`config.mk`:
```
export PLATFORM = sky130hd
export DESIGN_NAME = pending_req_tracker
export DESIGN_NICKNAME = d
export VERILOG_FILES = /design/src/rtl/pending_req_pkg.sv /design/src/rtl/pending_req_cnt.sv /design/src/rtl/pending_req_tracker.sv
export SDC_FILE = /design/constraint.sdc
export NUM_CORES = 1
export LEC_CHECK = 0
export ABC_CLOCK_PERIOD_IN_PS = 2200
export CAP_MARGIN = 0
export CELL_PAD_IN_SITES_DETAIL_PLACEMENT = 1
export CELL_PAD_IN_SITES_GLOBAL_PLACEMENT = 2
export CORE_ASPECT_RATIO = 0.8
export CORE_UTILIZATION = 40
export CTS_CLUSTER_DIAMETER = 120
export CTS_CLUSTER_SIZE = 30
export DETAILED_ROUTE_END_ITERATION = 16
export DONT_BUFFER_PORTS = 1
export GPL_TIMING_DRIVEN = 0
export PLACE_DENSITY = 0.82
export SLEW_MARGIN = 20
export SYNTH_ARGS = -nofsm -noshare
export SYNTH_HDL_FRONTEND = slang
export SYNTH_HIERARCHICAL = 1
export SYNTH_SLANG_ARGS = --single-unit
export TNS_END_PERCENT = 50
```
`constraint.sdc`:
```
create_clock -name clk -period 2.2 [get_ports clk]
set_clock_uncertainty 0.2 [all_clocks]
set_input_delay 0.55 -clock clk [delete_from_list [all_inputs] [get_ports clk]]
set_output_delay 0.55 -clock clk [all_outputs]
set_load 0.1 [all_outputs]
```
`src/rtl/pending_req_pkg.sv`:
```
// pending_req_pkg: shared constants and helpers for pending_req_tracker.
//   ERR_W / ERR_*   : width of the sticky error vector and the meaning of each bit.
//   MAX_N           : widest grant vector onehot_to_idx can decode.
//   onehot_to_idx() : returns 1 when exactly one bit is set; the index of the highest set
//                     bit is returned through the output argument.
package pending_req_pkg;

   localparam int unsigned ERR_W         = 3;
   localparam int unsigned ERR_OVF       = 0;
   localparam int unsigned ERR_EMPTY_GNT = 1;
   localparam int unsigned ERR_MULTI_GNT = 2;

   localparam int unsigned MAX_N = 256;

   function automatic logic onehot_to_idx(input logic [MAX_N-1:0] vec,
                                          output int unsigned idx);
      int unsigned ones;
      ones = 0;
      idx  = 0;
      for (int unsigned i = 0; i < MAX_N; i++) begin
         if (vec[i]) begin
            ones++;
            idx = i;
         end
      end
      return (ones == 1);
   endfunction

endpackage

```
`src/rtl/pending_req_cnt.sv`:
```
// pending_req_cnt: outstanding-request counter for a single requester.
// Ports:
//   clk, reset : rising-edge clock, asynchronous active-high reset
//   push       : new request pulse (accepted only while push_rdy is high)
//   gnt        : validated grant for this requester (already gated by the one-hot check)
//   push_rdy   : count < DEPTH
//   req        : count != 0
//   ovf        : push arrived while full (request dropped)
//   empty_gnt  : grant arrived while count is 0
module pending_req_cnt #(
   parameter int unsigned DEPTH = 4
) (
   input  logic clk,
   input  logic reset,
   input  logic push,
   input  logic gnt,
   output logic push_rdy,
   output logic req,
   output logic ovf,
   output logic empty_gnt
);

   localparam int unsigned CNT_W = $clog2(DEPTH + 1);
   localparam logic [CNT_W-1:0] FULL = CNT_W'(DEPTH);

   logic [CNT_W-1:0] cnt_q, cnt_d;
   logic             inc, dec;

   // Ready and request come straight from the register: no path from push/gnt.
   assign push_rdy  = (cnt_q != FULL);
   assign req       = (cnt_q != '0);

   assign inc       = push & push_rdy;
   assign dec       = gnt & req;
   assign ovf       = push & ~push_rdy;
   assign empty_gnt = gnt & ~req;

   always_comb begin
      cnt_d = cnt_q;
      unique case ({inc, dec})
         2'b10:   cnt_d = cnt_q + CNT_W'(1);
         2'b01:   cnt_d = cnt_q - CNT_W'(1);
         default: cnt_d = cnt_q;
      endcase
   end

   always_ff @(posedge clk or posedge reset) begin
      if (reset) begin
         cnt_q <= '0;
      end else begin
         cnt_q <= cnt_d;
      end
   end

endmodule

```
`src/rtl/pending_req_tracker.sv`:
```
// pending_req_tracker: per-requester pending-request counters feeding a fixed-priority
// arbiter, with a registered encoded grant and sticky protocol-error flags.
// Ports:
//   clk, reset  : rising-edge clock, asynchronous active-high reset
//   push_i      : per-requester request pulses
//   push_rdy_o  : per-requester "not full"
//   req_o       : per-requester "something pending" (to arbiter)
//   gnt_i       : arbiter grant (one-hot or zero expected)
//   gnt_vld_o   : a one-hot grant was sampled at the last edge
//   gnt_idx_o   : binary index of the last one-hot grant (holds otherwise)
//   err_o       : sticky [0] overflow, [1] grant to empty, [2] multi-hot grant
//   err_clr_i   : synchronous clear of err_o (a same-cycle new error still sets)
//   starve_o    : (PENDING_STARVE_MON_EN only) requester waited >= STARVE_LIMIT cycles
// Optional feature macro: PENDING_STARVE_MON_EN adds the starvation monitor and starve_o.
module pending_req_tracker
   import pending_req_pkg::*;
#(
   parameter int unsigned N            = 32,
   parameter int unsigned DEPTH        = 4,
   parameter int unsigned STARVE_LIMIT = 16
) (
   input  logic                                clk,
   input  logic                                reset,
   input  logic [N-1:0]                        push_i,
   output logic [N-1:0]                        push_rdy_o,
   output logic [N-1:0]                        req_o,
   input  logic [N-1:0]                        gnt_i,
   output logic                                gnt_vld_o,
   output logic [((N > 1) ? $clog2(N) : 1)-1:0] gnt_idx_o,
   output logic [ERR_W-1:0]                    err_o,
   input  logic                                err_clr_i
`ifdef PENDING_STARVE_MON_EN
   ,
   output logic [N-1:0]                        starve_o
`endif
);

   localparam int unsigned IDX_W = (N > 1) ? $clog2(N) : 1;

   if (N < 1 || N > MAX_N || DEPTH < 1 || STARVE_LIMIT < 1) begin : g_param_chk
      $error("pending_req_tracker: parameter out of range");
   end

   logic [MAX_N-1:0] gnt_ext;
   int unsigned      gnt_pos;
   logic             gnt_onehot;
   logic             gnt_multi;
   logic [N-1:0]     gnt_eff;
   logic [N-1:0]     ovf;
   logic [N-1:0]     empty_gnt;

   logic             gnt_vld_q;
   logic [IDX_W-1:0] gnt_idx_q;
   logic [ERR_W-1:0] err_q, err_d;

   // For N==1 the only one-hot pattern is 1, so the decoded index is 0 by construction.
   always_comb begin
      gnt_ext          = '0;
      gnt_ext[N-1:0]   = gnt_i;
      gnt_onehot       = onehot_to_idx(gnt_ext, gnt_pos);
   end

   assign gnt_multi = (|gnt_i) & ~gnt_onehot;
   // A multi-hot grant retires nothing and is not treated as a grant to any requester,
   // so it can only raise the multi-hot error, never the empty-grant error.
   assign gnt_eff   = gnt_i & {N{gnt_onehot}};

   for (genvar i = 0; i < N; i++) begin : g_cnt
      pending_req_cnt #(
         .DEPTH (DEPTH)
      ) u_cnt (
         .clk       (clk),
         .reset     (reset),
         .push      (push_i[i]),
         .gnt       (gnt_eff[i]),
         .push_rdy  (push_rdy_o[i]),
         .req       (req_o[i]),
         .ovf       (ovf[i]),
         .empty_gnt (empty_gnt[i])
      );
   end

   // Clear first, then OR in this cycle's events so a coincident error survives the clear.
   always_comb begin
      err_d = err_clr_i ? '0 : err_q;
      if (|ovf)       err_d[ERR_OVF]       = 1'b1;
      if (|empty_gnt) err_d[ERR_EMPTY_GNT] = 1'b1;
      if (gnt_multi)  err_d[ERR_MULTI_GNT] = 1'b1;
   end

   always_ff @(posedge clk or posedge reset) begin
      if (reset) begin
         gnt_vld_q <= 1'b0;
         gnt_idx_q <= '0;
         err_q     <= '0;
      end else begin
         gnt_vld_q <= gnt_onehot;
         if (gnt_onehot) begin
            gnt_idx_q <= IDX_W'(gnt_pos);
         end
         err_q     <= err_d;
      end
   end

   assign gnt_vld_o = gnt_vld_q;
   assign gnt_idx_o = gnt_idx_q;
   assign err_o     = err_q;

`ifdef PENDING_STARVE_MON_EN
   localparam int unsigned WAIT_W = $clog2(STARVE_LIMIT + 1);
   localparam logic [WAIT_W-1:0] WAIT_MAX = WAIT_W'(STARVE_LIMIT);

   for (genvar i = 0; i < N; i++) begin : g_starve
      logic [WAIT_W-1:0] wait_q;

      always_ff @(posedge clk or posedge reset) begin
         if (reset) begin
            wait_q <= '0;
         end else if (gnt_i[i] || !req_o[i]) begin
            wait_q <= '0;
         end else if (wait_q != WAIT_MAX) begin
            wait_q <= wait_q + WAIT_W'(1);
         end
      end

      assign starve_o[i] = (wait_q >= WAIT_MAX);
   end
`endif

endmodule

```
==> run_results.csv, run 1 <==
group,metric,value,unit
outcome,status,"finished, violations left",
outcome,violations,"setup timing",
clocking,clkSlewWorstSetupHoldPaths,0.08,ns
die,initial_core_util,40.8,%
sta,max-slew-margin-rel,32.2,%
hold_path,hp-class,"in -> reg",
placed_design,io_buffer_count,0,
clocking,clk_path_buf_depth,2,
die,die_y,165,µm
synth,synth-simple-area-share,27.1,%
route,dr.pass1.iters,5,
die,dieArea,34000,µm²
synth,synth_compound_area_share,10.5,%
cells_and_area,layout_commonest_cell,"inv_1",
synth,synth_fa_ha_area_share,10.7,%
synth,synthesis.area,13300,µm²
worst_setup_path,cp_data_required_time,2.30,ns
global_route,antenna_found_initial,1,
cells_and_area,mostFrequentLayoutCells,"inv_1, nor2_1, buf_4, nand2_1, dfrtp_1",
sta,slew_viol_final,0,
synth,synth_edf_count,0,
worst_setup_path,end_kind,"register",
synth,yosysWarningCount,6,
global_route,grt_use_total,25.5,%
synth,syn_nets,1785,
sta,period_share,834,%
cells_and_area,diodes,0,
global_route,grt_overflow,0,
global_route,grt_max_degree,34,
clocking,clock-sinks,105,
clocking,cts_root_buf,"clkbuf_16",
die,core,32600,µm²
synth,synth-xor-area-share,20.0,%
global_route,grt_pass1_wl,67.2,mm
route,via_count,12000,
sta,grt_setup_unrepaired,"true",
sta,max_freq,54.5,MHz
worst_setup_path,cp_top_family,"adder cells",
synth,syn_inst,1623,
sta,worst_pin_slew,1.01,ns
worst_setup_path,crit_buf_inv,11,
synth,ys.flop_type,"dfrtp_1",
synth,ys_seq_elements,105,
synth,synthMuxAreaShare,4.83,%
flow_run,cap_violations,0,
synth,syn_area_per_cell,8.20,µm²
die,fp-row-count,59,
clocking,cts_made_buffers,9,
clocking,insertion_delay,0.39,ns
cells_and_area,syn2layout_area_growth,28.2,%
synth,synth_top_family_by_area,"simple AND/OR/NAND/NOR gates",
die,ios,140,
route,vias_per_cell,5.43,
synth,seq_area_frac_synth,19.7,%
route,post_drt_wl_per_cell,20.0,µm
sta,post-route-min-period,18.36,ns
synth,ys_async_sr_fraction,100,%
die,chipWidth,206,µm
worst_setup_path,slowest_delay,0.36,ns
placed_design,place.detailed.hpwl,33.6,mm
global_route,grt_pass1_vias,12400,
placed_design,globalplace.congestion,0.838,
sta,fin_ws,-16.16,ns
route,drc_errors,0,
route,drt.antenna.violating_nets,0,
cells_and_area,nNetsFinal,1940,
route,drt-initial-drc-count,613,
worst_setup_path,cp_slowest_cell,"ha_1",
worst_setup_path,cpMostUsedCell,"ha_4",
worst_setup_path,start_kind,"input pin",
clocking,h-tree-depth,3,
worst_setup_path,crit_fanout,8,
worst_setup_path,crit_type,"in -> reg",
sta,hold_slack,0.0866,ns
clocking,tritoncts,"yes",
route,wl,44.3,mm
cells_and_area,drive_above_1_share,33.7,%
worst_setup_path,critPathArrivalTime,18.46,ns
sta,setup_violations,104,
synth,ys_types,89,
sta,hold_viol,0,
metrics by stage:
| step | TNS [ns] | instances | utilization (%) | area [µm²] | setup slack (ns) |
|---|---|---|---|---|---|
| global placement | -1841.26 | 2050 | 44.5 | 14500 | -18.15 |
| global route | -1697.74 | 2210 | 52.3 | 17100 | -16.75 |
| CTS | -1618.64 | 2168 | 49.9 | 16300 | -15.94 |
| floorplan | -1627.92 | 1623 | - | 14000 | -16.01 |
| finish | -1638.06 | 2210 | 52.3 | 17100 | -16.16 |
| detailed placement | -1868.10 | 2050 | 44.5 | 14500 | -18.40 |
cells by family (layout without fill, tap and decap cells):
kind of cell	Yosys count	after routing
compound gates	200	200
xor+xnor	245	245
fa+ha+maj	95	95
buf+inv	246	406
flops	105	105
mux	62	62
simple gates	670	670
Yosys cell counts (5+ instances only):
master	n	area (µm²)
nor4_1	25	156
a21oi_1	33	165
fa_1	32	641
o22ai_1	6	37.5
nand2b_1	15	93.8
buf_2	8	40.0
or2_2	5	31.3
o21a_1	8	60.1
clkbuf_1	31	116
mux2_2	12	135
inv_1	202	758
or3_4	32	360
xnor3_1	17	383
and2_4	32	280
xor2_1	103	902
nor2_1	163	612
dfrtp_1	105	2630
a31oi_1	14	87.6
ha_1	63	788
nand3_1	45	225
or3_1	5	31.3
or4_1	5	37.5
and3_1	11	68.8
a211oi_1	11	82.6
mux2i_1	44	440
nor2b_1	15	93.8
and3_2	32	240
mux2_1	6	67.6
nand2_1	166	623
xnor2_1	101	885
nand4_1	11	68.8
xnor2_2	10	163
o21bai_1	7	52.6
nor3_1	33	165
o21ai_0	41	205
o311ai_0	7	61.3
o211ai_1	7	52.6
and2_1	51	319
o31ai_1	12	90.1
a211o_1	6	52.6
worst paths after layout:
path | start | endpoint | slack [ns] | cells after the start
hold / removal | err_clr_i | err_o[2]$_DFFE_PP0P_ | 0.09 | 1
setup reg to reg | g_cnt[17].u_cnt/cnt_q[0]$_DFFE_PP0P_ | g_cnt[17].u_cnt/cnt_q[2]$_DFFE_PP0P_ | -0.34 | 9
min in group asynchronous | reset | g_cnt[27].u_cnt/cnt_q[2]$_DFFE_PP0P_ | 0.52 | 3
hold reg to reg | g_cnt[7].u_cnt/cnt_q[0]$_DFFE_PP0P_ | g_cnt[7].u_cnt/cnt_q[0]$_DFFE_PP0P_ | 0.33 | 1
max in group asynchronous | reset | g_cnt[26].u_cnt/cnt_q[1]$_DFFE_PP0P_ | 0.57 | 4
setup / recovery | gnt_i[0] | g_cnt[17].u_cnt/cnt_q[2]$_DFFE_PP0P_ | -16.16 | 107
state kept, by name, indices dropped and copies added (netlist names):
register	flops
err_o	3
g_cnt.u_cnt/cnt_q	96
gnt_idx_o	5
gnt_vld_o	1
metal layers:
| layer | global-route usage, % | vias up | routed length [µm] |
|---|---|---|---|
| li1 | - | 5736 | - |
| met2 | 41.6 | 214 | 21000 |
| met1 | 34.4 | 6012 | 20300 |
| met3 | 5.32 | 45 | 2220 |
| met5 | 0 | - | 13 |
| met4 | 6.02 | 2 | 762 |
timing repair:
action,in CTS,in global routing
cloned,1,1
hold buffers,3,0
endpoints found under the setup margin,137,114
gates resized for setup,157,96
pin swaps,106,72
buffers inserted,98,43
hold endpoints to repair,105,0
area by class of cell:
type / instances / area (µm²)
clock buffer: 9 / 225
sequential: 105 / 2630
clock inverter: 7 / 88.8
buffer: 41 / 229
multi-input combinational: 1272 / 11400
tap: 427 / 534
inverter: 205 / 792
timing repair buffer: 144 / 1150
fill: 3762 / 15600
Power of run 1 is not shown: default switching activity piles up to over one toggle a cycle in this logic, so the estimate is an artifact.
==> run 2, diff against run 1 <==
--- a/config.mk
+++ b/config.mk
@@ -5,18 +5,18 @@
 export SDC_FILE = /design/constraint.sdc
 export NUM_CORES = 1
 export LEC_CHECK = 0
-export ABC_CLOCK_PERIOD_IN_PS = 2200
+export ABC_CLOCK_PERIOD_IN_PS = 15900
 export CAP_MARGIN = 0
 export CELL_PAD_IN_SITES_DETAIL_PLACEMENT = 1
 export CELL_PAD_IN_SITES_GLOBAL_PLACEMENT = 2
 export CORE_ASPECT_RATIO = 0.8
-export CORE_UTILIZATION = 40
+export CORE_UTILIZATION = 36
 export CTS_CLUSTER_DIAMETER = 120
 export CTS_CLUSTER_SIZE = 30
 export DETAILED_ROUTE_END_ITERATION = 16
 export DONT_BUFFER_PORTS = 1
 export GPL_TIMING_DRIVEN = 0
-export PLACE_DENSITY = 0.82
+export PLACE_DENSITY = 0.78
 export SLEW_MARGIN = 20
 export SYNTH_ARGS = -nofsm -noshare
 export SYNTH_HDL_FRONTEND = slang
==> constraint.sdc (replaced) <==
create_clock -name clk -period 15.9 [get_ports clk]
set_clock_uncertainty 0.2 [all_clocks]
set_input_delay 3.975 -clock clk [delete_from_list [all_inputs] [get_ports clk]]
set_output_delay 3.975 -clock clk [all_outputs]
set_load 0.1 [all_outputs]
==> run 2 against run 1 <==
  * The run still ends with setup timing left
  * Die area rose by 11%
  * Cell area fell by 2.4%
  * Utilization fell by 6.2 points
  * Flip-flop and latch count did not move
  * Via count fell by 3.9%
  * Final cell count rose by 0.68%
  * Critical path type unchanged
==> run_results.csv, run 2 (synthesis gave the netlist of run 1 again) <==
group,metric,value,unit
sta,post-route-min-period,21.67,ns
clocking,cts_made_buffers,9,
hold_path,hp-class,"reg -> reg",
worst_setup_path,rrSetupSlack,13.04,ns
die,dieArea,37800,µm²
die,fp-row-count,62,
worst_setup_path,critPathArrivalTime,21.76,ns
route,dr.pass1.iters,4,
worst_setup_path,start_kind,"input pin",
placed_design,globalplace.congestion,0.822,
cells_and_area,layout_commonest_cell,"inv_1",
global_route,grt_pass1_wl,64.8,mm
cells_and_area,fin_util,46.1,%
cells_and_area,mostFrequentLayoutCells,"inv_1, nor2_1, nand2_1, dfrtp_1, buf_4",
placed_design,place.detailed.hpwl,32.2,mm
global_route,grt_max_degree,34,
cells_and_area,drive_above_1_share,30.4,%
die,chipWidth,217,µm
route,wl,40.7,mm
global_route,antenna_found_initial,2,
worst_setup_path,crit_type,"in -> reg",
clocking,insertion_delay,0.37,ns
clocking,clock-sinks,105,
sta,grt_setup_unrepaired,"true",
clocking,tritoncts,"yes",
outcome,status,"finished, violations left",
placed_design,dpl_cell_area,14600,µm²
route,vias_per_cell,5.19,
clocking,h-tree-depth,3,
worst_setup_path,cpMostUsedCell,"ha_4",
worst_setup_path,crit_fanout,5,
sta,max-slew-margin-rel,32.4,%
die,die_y,174,µm
worst_setup_path,cp_top_family,"adder cells",
worst_setup_path,slowest_delay,0.35,ns
cells_and_area,largest_reg_flops,96,
worst_setup_path,cp_slowest_cell,"a2111o_1",
cells_and_area,final_area,16700,µm²
die,initial_core_util,36.8,%
clocking,clk_path_buf_depth,2,
sta,hold_viol,0,
sta,worst_pin_slew,0.999,ns
worst_setup_path,crit_buf_inv,12,
route,drc_errors,0,
outcome,violations,"setup timing",
cells_and_area,syn2layout_area_growth,25.1,%
cells_and_area,top_register,"g_cnt.u_cnt/cnt_q",
worst_setup_path,end_kind,"register",
global_route,grt_pass1_vias,12000,
sta,period_share,136,%
die,ios,140,
route,via_count,11500,
cells_and_area,nNetsFinal,1901,
global_route,grt_use_total,21.6,%
global_route,grt_overflow,0,
worst_setup_path,cp_data_required_time,15.99,ns
flow_run,cap_violations,0,
cells_and_area,fill_cells,4234,
sta,max_freq,46.1,MHz
route,drt-initial-drc-count,527,
sta,setup_violations,104,
die,core,36100,µm²
sta,fin_ws,-5.77,ns
sta,slew_viol_final,0,
placed_design,io_buffer_count,0,
route,drt.antenna.violating_nets,0,
route,post_drt_wl_per_cell,18.3,µm
clocking,clkSlewWorstSetupHoldPaths,0.08,ns
clocking,cts_root_buf,"clkbuf_16",
-- run 2: changes by cell type in the layout (fill, tap and decap cells not counted), sizes merged --
cell / before / now
diode: 0 / 1
buf: 152 / 117
dlygate4sd3: 2 / 0
clkbuf: 40 / 38
-- run 2: what timing repair did --
action	CTS	global route
setup buffers	63	42
pin swaps	57	116
hold buffers	0	0
cloned	1	0
endpoints found under the setup margin	104	104
gates resized for setup	86	118
-- run 2: metrics by stage --
stage,TNS [ns],hold WS (ns),worst slack (ns),cells
after floorplan,-559.32,0.274,-5.73,1623
after global placement,-762.69,0.294,-7.73,2103
after detailed placement,-791.37,0.297,-8.03,2103
after CTS,-574.31,0.311,-5.93,2183
after global routing,-614.93,0.336,-6.32,2224
final,-556.58,0.308,-5.77,2225
-- run 2: final timing paths --
kind | startpoint | to | cells after the start
min in group asynchronous | reset | g_cnt[25].u_cnt/cnt_q[2]$_DFFE_PP0P_ | 1
min | g_cnt[14].u_cnt/cnt_q[2]$_DFFE_PP0P_ | g_cnt[14].u_cnt/cnt_q[2]$_DFFE_PP0P_ | 1
min reg2reg | g_cnt[14].u_cnt/cnt_q[2]$_DFFE_PP0P_ | g_cnt[14].u_cnt/cnt_q[2]$_DFFE_PP0P_ | 1
max in group asynchronous | reset | gnt_vld_o$_DFF_PP0_ | 1
max | gnt_i[1] | g_cnt[17].u_cnt/cnt_q[2]$_DFFE_PP0P_ | 107
max reg2reg | g_cnt[14].u_cnt/cnt_q[0]$_DFFE_PP0P_ | g_cnt[14].u_cnt/cnt_q[2]$_DFFE_PP0P_ | 9
-- run 2: routing by layer --
| metal | track usage, % | wire, µm | vias to the layer above |
|---|---|---|---|
| met1 | 28.5 | 19000 | 5699 |
| met4 | 3.81 | 500 | 2 |
| met5 | 0 | 17 | - |
| li1 | - | - | 5673 |
| met2 | 36.3 | 19400 | 140 |
| met3 | 4.78 | 1690 | 28 |
-- run 2: cell type report --
type | instances | area (µm²) | area share (%)
Multi-Input combinational cell | 1272 | 11300 | 67.7
Sequential cell | 105 | 2630 | 15.8
Timing Repair Buffer | 106 | 856 | 5.14
Inverter | 205 | 787 | 4.72
Tap cell | 480 | 601 | 3.60
Clock buffer | 9 | 225 | 1.35
Buffer | 40 | 216 | 1.30
Clock inverter | 7 | 61.3 | 0.368
Antenna cell | 1 | 2.50 | 0.0150
-- run 2: worst register-to-register path, delay by kind of cell (launching register included) --
family | cells | cell delay (ns)
and+or+nand+nor | 4 | 1.26
adders and majority gates | 2 | 0.55
DFF | 1 | 0.43
xor gates and xnor gates | 2 | 0.30
buffers and inverters | 1 | 0.04
Power of run 2 is left out for the same reason.
==> run 3, diff against run 2 <==
--- a/config.mk
+++ b/config.mk
@@ -17,6 +17,7 @@
 export DONT_BUFFER_PORTS = 1
 export GPL_TIMING_DRIVEN = 0
 export PLACE_DENSITY = 0.78
+export REMOVE_ABC_BUFFERS = 1
 export SLEW_MARGIN = 20
 export SYNTH_ARGS = -nofsm -noshare
 export SYNTH_HDL_FRONTEND = slang
==> run 3 against run 2 <==
  * The run still ends with setup timing left
  * Utilization increased by 1.7 points
  * Maximum frequency grew 1.1%
  * Die area stayed put
  * Global-route usage up 1.8 points
  * Setup slack gained 0.23 ns
  * Via count grew 5.9%
  * Routed wire length rose by 13%
  * Critical path depth fell by 4
  * Non-clock buffer count grew 66
  * Flip-flop and latch count unchanged
  * Final cell count is 2.9% higher
  * First-iteration DRC count fell by 10%
  * Largest cell class unchanged
  * Highest routed layer is now met4
==> run_results.csv, run 3 (synthesis gave the netlist of run 1 again) <==
group,metric,value,unit
route,vias_per_cell,5.34,
clocking,clk_path_buf_depth,2,
route,drt.antenna.violating_nets,0,
outcome,violations,"setup timing",
sta,grt_setup_unrepaired,"true",
worst_setup_path,slowest_delay,0.56,ns
global_route,grt_overflow,0,
worst_setup_path,cp_slowest_cell,"or4_1",
worst_setup_path,cpMostUsedCell,"buf_4",
clocking,clkSlewWorstSetupHoldPaths,0.08,ns
sta,hold_viol,0,
die,initial_core_util,36.8,%
global_route,grt_use_total,23.5,%
sta,max-slew-margin-rel,28.3,%
route,wl,45.9,mm
sta,setup_tns,-540.50,ns
die,fp-row-count,62,
sta,setup_violations,104,
worst_setup_path,crit_fanout,8,
sta,fin_ws,-5.54,ns
die,dieArea,37800,µm²
global_route,antenna_found_initial,0,
die,ios,140,
worst_setup_path,cp_data_required_time,15.98,ns
global_route,grt_max_degree,34,
sta,max_freq,46.6,MHz
clocking,tritoncts,"yes",
route,via_count,12200,
cells_and_area,drive_above_1_share,34.3,%
clocking,h-tree-depth,3,
placed_design,io_buffer_count,0,
route,drc_errors,0,
sta,post-route-min-period,21.44,ns
route,drt-initial-drc-count,474,
route,post_drt_wl_per_cell,20.0,µm
cells_and_area,nNetsFinal,1967,
placed_design,pre_cts_slack,-9.74,ns
worst_setup_path,crit_buf_inv,47,
die,die_y,174,µm
worst_setup_path,critPathArrivalTime,21.53,ns
clocking,cts_made_buffers,9,
clocking,insertion_delay,0.37,ns
worst_setup_path,end_kind,"register",
worst_setup_path,start_kind,"input pin",
global_route,grt_pass1_vias,12900,
placed_design,place.detailed.hpwl,31.1,mm
sta,slew_viol_final,0,
cells_and_area,mostFrequentLayoutCells,"buf_4, inv_1, nor2_1, nand2_1, dfrtp_1",
die,chipWidth,217,µm
cells_and_area,layout_commonest_cell,"buf_4",
hold_path,hp-class,"reg -> reg",
cells_and_area,diodes,0,
sta,period_share,135,%
placed_design,globalplace.congestion,0.818,
clocking,clock-sinks,105,
cells_and_area,syn2layout_area_growth,29.7,%
worst_setup_path,crit_type,"in -> reg",
cells_and_area,largest_reg_flops,96,
global_route,grt_pass1_wl,70.1,mm
cells_and_area,top_register,"g_cnt.u_cnt/cnt_q",
clocking,cts_hold_buffers,0,
die,core,36100,µm²
worst_setup_path,cp_top_family,"buffers and inverters",
outcome,status,"finished, violations left",
clocking,cts_root_buf,"clkbuf_16",
flow_run,cap_violations,0,
sta,worst_pin_slew,1.07,ns
route,dr.pass1.iters,5,
==> run 3: layout make-up <==
cell class	count	area, µm²
clock buffer	11	243
clock inverter	5	73.8
fill	4244	18900
inverter	205	785
multi-input combinational	1272	11300
sequential	105	2630
tap	480	601
timing repair buffer	212	1650
==> run 3: what timing repair did <==
action / in CTS / in global routing
pin swaps: 133 / 110
gates resized for setup: 264 / 87
gates cloned: 1 / 0
hold endpoints to repair: 0 / 0
setup buffers: 162 / 51
setup endpoints to repair: 104 / 104
==> run 3: path summary, 6_finish.rpt <==
path                                                      startpoint                                   end  slack, ns  depth (start not counted)
worst max-delay path                                        gnt_i[0]   g_cnt[4].u_cnt/cnt_q[2]$_DFFE_PP0P_      -5.54                        103
worst min-delay path            g_cnt[30].u_cnt/cnt_q[2]$_DFFE_PP0P_  g_cnt[30].u_cnt/cnt_q[2]$_DFFE_PP0P_       0.31                          1
worst max register to register  g_cnt[16].u_cnt/cnt_q[0]$_DFFE_PP0P_  g_cnt[16].u_cnt/cnt_q[2]$_DFFE_PP0P_      13.01                          9
worst min register to register  g_cnt[30].u_cnt/cnt_q[2]$_DFFE_PP0P_  g_cnt[30].u_cnt/cnt_q[2]$_DFFE_PP0P_       0.31                          1
max in group asynchronous                                      reset              gnt_idx_o[0]$_DFFE_PP0N_      11.82                          1
min in group asynchronous                                      reset  g_cnt[25].u_cnt/cnt_q[0]$_DFFE_PP0P_       3.16                          1
==> run 3: metrics by stage <==
step	area [µm²]	utilization [%]	hold WS, ns	cells
final	17300	47.8	0.314	2290
after detailed placement	13800	38.1	0.300	2064
after global placement	13700	38.0	0.295	2062
after floorplan	13100	-	0.276	1582
after global routing	17300	47.8	0.336	2290
after CTS	16400	45.5	0.312	2243
==> run 3: layer usage <==
| metal | vias to the layer above | global-route usage [%] | routed length (µm) |
|---|---|---|---|
| met5 | - | 0 | 0 |
| met4 | 0 | 6.95 | 1290 |
| met3 | 74 | 5.28 | 2310 |
| met2 | 255 | 39.9 | 22100 |
| met1 | 6105 | 29.4 | 20200 |
| li1 | 5786 | - | - |
Power of run 3 is left out for the same reason.
